File: src/rtl/irq_pending_latch_v_pkg.sv
// rtl/irq_pending_latch_v_pkg.sv - shared widths for the request latch and its priority encoder
package irq_pending_latch_v_pkg;

  // The encoder uses the same defaults, so both ends of i_code always agree.
  localparam int N_REQ_DEF  = 8;
  localparam int CODE_W_DEF = 3;

endpackage

File: src/rtl/irq_pending_latch_v_sync_edge_det.sv
// rtl/irq_pending_latch_v_sync_edge_det.sv - 3-flop synchronizer with rising-edge pulse for one request line
module sync_edge_det_v (
  input  logic i_clk,
  input  logic i_rst,
  input  logic i_req,
  output logic o_edge
);

  logic s1_q, s2_q, s3_q;

  always_ff @(posedge i_clk or posedge i_rst) begin
    if (i_rst) begin
      s1_q <= 1'b0;
      s2_q <= 1'b0;
      s3_q <= 1'b0;
    end else begin
      s1_q <= i_req;
      s2_q <= s1_q;
      s3_q <= s2_q;
    end
  end

  // s3 resets low, so a line held high through reset still yields one event.
  assign o_edge = s2_q & ~s3_q;

endmodule

File: src/rtl/irq_pending_latch_v.sv
// rtl/irq_pending_latch_v.sv - sticky pending/lost latch for asynchronous request lines
module irq_pending_latch_v
  import irq_pending_latch_v_pkg::*;
#(
  parameter int N_REQ  = N_REQ_DEF,
  parameter int CODE_W = CODE_W_DEF
) (
  input  logic              i_clk,
  input  logic              i_rst,
  input  logic [N_REQ-1:0]  i_req,
  input  logic [N_REQ-1:0]  i_mask,
  input  logic              i_ack,
  input  logic [CODE_W-1:0] i_ack_code,
  input  logic              i_clr_lost,
  output logic [N_REQ-1:0]  o_code,
  output logic              o_valid,
  output logic [N_REQ-1:0]  o_pending,
  output logic [N_REQ-1:0]  o_lost
);

  logic [N_REQ-1:0] edge_det;
  logic [N_REQ-1:0] ack_vec;
  logic [N_REQ-1:0] lost_set;
  logic [N_REQ-1:0] pending_q, pending_d;
  logic [N_REQ-1:0] lost_q, lost_d;

  for (genvar n = 0; n < N_REQ; n++) begin : g_sync
    sync_edge_det_v u_sync (
      .i_clk  (i_clk),
      .i_rst  (i_rst),
      .i_req  (i_req[n]),
      .o_edge (edge_det[n])
    );
  end

  // Codes past the top bit shift out of the vector and so acknowledge nothing.
  assign ack_vec = i_ack ? (N_REQ'(1) << i_ack_code) : '0;

  always_comb begin
    lost_set  = edge_det & pending_q & ~ack_vec;
    pending_d = edge_det | (pending_q & ~ack_vec);
    lost_d    = (i_clr_lost ? '0 : lost_q) | lost_set;
  end

  always_ff @(posedge i_clk or posedge i_rst) begin
    if (i_rst) begin
      pending_q <= '0;
      lost_q    <= '0;
    end else begin
      pending_q <= pending_d;
      lost_q    <= lost_d;
    end
  end

  assign o_code    = pending_q & i_mask;
  assign o_valid   = |o_code;
  assign o_pending = pending_q;
  assign o_lost    = lost_q;

endmodule

File: config.mk
export PLATFORM = sky130hd
export DESIGN_NAME = irq_pending_latch_v
export DESIGN_NICKNAME = d
export VERILOG_FILES = /design/src/rtl/irq_pending_latch_v_pkg.sv /design/src/rtl/irq_pending_latch_v_sync_edge_det.sv /design/src/rtl/irq_pending_latch_v.sv
export SDC_FILE = /design/constraint.sdc
export NUM_CORES = 1
export LEC_CHECK = 0
export CORE_UTILIZATION = 45
export CTS_CLUSTER_DIAMETER = 50
export DETAILED_ROUTE_END_ITERATION = 16
export PLACE_DENSITY = 0.81
export REMOVE_ABC_BUFFERS = 1
export SETUP_SLACK_MARGIN = 0.15
export SLEW_MARGIN = 20
export SYNTH_ARGS = -nofsm -noshare
export SYNTH_HDL_FRONTEND = slang
export SYNTH_SLANG_ARGS = --single-unit
File: constraint.sdc
create_clock -name i_clk -period 4 [get_ports i_clk]
set_input_delay 0.6 -clock i_clk [delete_from_list [all_inputs] [get_ports i_clk]]
set_output_delay 0.6 -clock i_clk [all_outputs]
set_load 0.005 [all_outputs]
==> metrics.txt <==
I/O Buffers 47; area share of the largest cell type after synthesis 75.69%; Inserted Diodes 0; initial antenna violation count 0; skew final 0.008888 ns; IO Pins 48; type of the worst min-delay path flip-flop to flip-flop; die height 56.21 µm; Die Width 56.21 µm; CP Launch Type input port; Multi-input gate area 272.8 µm²; hold path cells 0; crit-path max cell delay 0.50 ns; RSZ-0062 raised after global routing no; Max FO, Critical Path 2; Syn. warnings 0; FP Rows 19; Residual DRC 0; DPL Wire Length 1897 µm; VDD IR max 0.2862 mV; Yosys cell types 13; met2 Usage GRT 30.95%; GP Congestion 0.7482; cell area power density 397.2 nW/µm²; Cells after Synth 98; GRT Max-Usage Layer met2; clock transition at the registers of the reported paths 0.11 ns; wire per inst 13.61 µm; Layout fillers 221; Fin Setup TNS 0 ns; Post-CTS Setup Bufs 0; H-tree levels 2; Non-Filler Cell Area, Final 1882 µm²; sequential area share after synthesis 75.69%; drt first pass iters 3; critical path class input port to output port; asr flop ratio synth 100.0%; most instantiated cells after synthesis dfrtp_1 (40), inv_1 (12), nand2_1 (10); Arr. time, crit path 2.59 ns; slew margin rel. 68.62%; Post-synth EDFFs 0; global-route wire length before repair 4188 µm; reg2reg end o_lost[4]; status completed; fin crit share 79.78%; layout net count 175; TritonCTS Buffers 5; Area Growth Syn to Fin 42.29%; largest cells by area after synthesis dfrtp_1 (76%), nand2b_1 (3.8%), o22ai_1 (3.8%); CTS Hold Bufs 0; ys flop type dfrtp_1; Die ar. 3160 µm²; Bufs and invs on worst path 2; Crit. End Element output port; Worst path slowest cell or4_1; min-delay src g_sync[2].u_sync.s1_q; synthesized cell area 1323 µm²; leakage power 0.8143 nW; worst skew pair latency 0.34 ns; final wirelength 2491 µm; Placed Area 1836 µm²; r2r setup slk 3.19 ns; met3 Use GR 8.372%; 1st-iter DRT viols 15; vias in the first global route 942; TritonCTS clock tree built; M1 GR Usage 19.74%; Initial Util 47.55%; critical path cell sequence clkdlybuf4s50_1 -> and2_4 -> or4_1 -> or4_1 -> clkdlybuf4s50_1; Worst Tran Pin Value 0.4707 ns; Max Cap Viol 0; Worst EP required 3.40 ns; worst r2r path cells 2; pin count of the biggest net entering global routing 41; Setup violations, final 0; Critical R2R Launch o_pending[4]; post-route minimum period 3.191 ns; Top Family by Delay on Critical Path simple AND/OR/NAND/NOR gates; most common cell in the netlist dfrtp_1; Overflow after GRT 0; vias post-DR 907; Hold EP g_sync[2].u_sync.s2_q; CTS resizes 0; clk sink count 40; fin. max-slew vios 0; synthesis-stage register bit count 40; Avg Synthesized Cell Area 13.50 µm²; Post-DRT Antenna Nets 0; Vias/cell 4.956; Tot GR Track Use 18.15%; Longest Clk Path Bufs 2; layout cell share with drive strength beyond 1 5.921%; Register Area 1001 µm²; Root Buffer clkbuf_4; final hold violations 0; f_max 0.3134 GHz; Yosys top cell by area dfrtp_1; Core Box Area 2781 µm²
-- worst register-to-register path: stages (launching register included) --
cell	delay, ns
dfrtp_1	0.43
o41ai_1	0.10
o22ai_1	0.14
-- cells by family (layout without fill, tap and decap cells) --
group	after synthesis	in the layout	share of synthesized area, %
buffers and inverters	13	67	3.689
flip-flops	40	40	75.69
AO/OA/AOI/OAI	16	16	8.420
AND/OR/NAND/NOR	29	29	12.20
-- cells in the final DEF, fill, tap and decap left out, drive strengths merged, types with 2 or more instances in the layout --
cell           count
and2               8
clkbuf             6
clkdlybuf4s50     47
dfrtp             40
inv               12
nand2             10
nand2b             8
o22ai              8
o31ai              4
o41ai              3
or4                2
-- how the worst max path moves through the flow --
stage	start	end	slack (ns)	cells after the start
CTS	i_mask[4]	o_valid	0.80	5
global route	i_mask[4]	o_valid	0.75	5
floorplan	i_mask[5]	o_valid	1.68	3
global placement	i_mask[4]	o_valid	0.84	5
finish	i_mask[4]	o_valid	0.81	5
detailed placement	i_mask[4]	o_valid	0.81	5
-- registers in the layout (all words and copies together), names as in the netlist --
signal              flops
g_sync.u_sync.s1_q      8
g_sync.u_sync.s2_q      8
g_sync.u_sync.s3_q      8
o_lost                  8
o_pending               8
-- per-stage QoR --
step	cells	setup WS [ns]	power, mW	hold slack [ns]	utilization [%]
floorplan	97	1.682	0.4913	0.3312	-
global placement	176	0.8399	0.5700	0.3323	65.99
detailed placement	176	0.8059	0.5750	0.3347	65.99
CTS	183	0.8002	0.7574	0.3490	67.66
global route	183	0.7482	0.7895	0.3618	67.66
finish	183	0.8088	0.7475	0.3471	67.66
-- where the power goes --
group          internal, mW  switching (mW)  total, mW
sequential            0.432          0.0153      0.448
clock                0.0647           0.118      0.182
combinational        0.0745          0.0431      0.118
total                 0.572           0.176      0.748
-- layout make-up --
type	instances	area share [%]
Sequential cell	40	53.19
Clock buffer	6	2.194
Timing Repair Buffer	48	25.40
Inverter	12	2.394
Multi-Input combinational cell	45	14.49
Tap cell	31	2.061
Clock inverter	1	0.2660
-- layer usage --
metal  part of all wire [%]  wire [µm]
met1                     39        978
met3                    7.6        189
met5                      0          0
met4                   0.92         23
met2                     52       1300
Power figures use the tool's default switching activity.
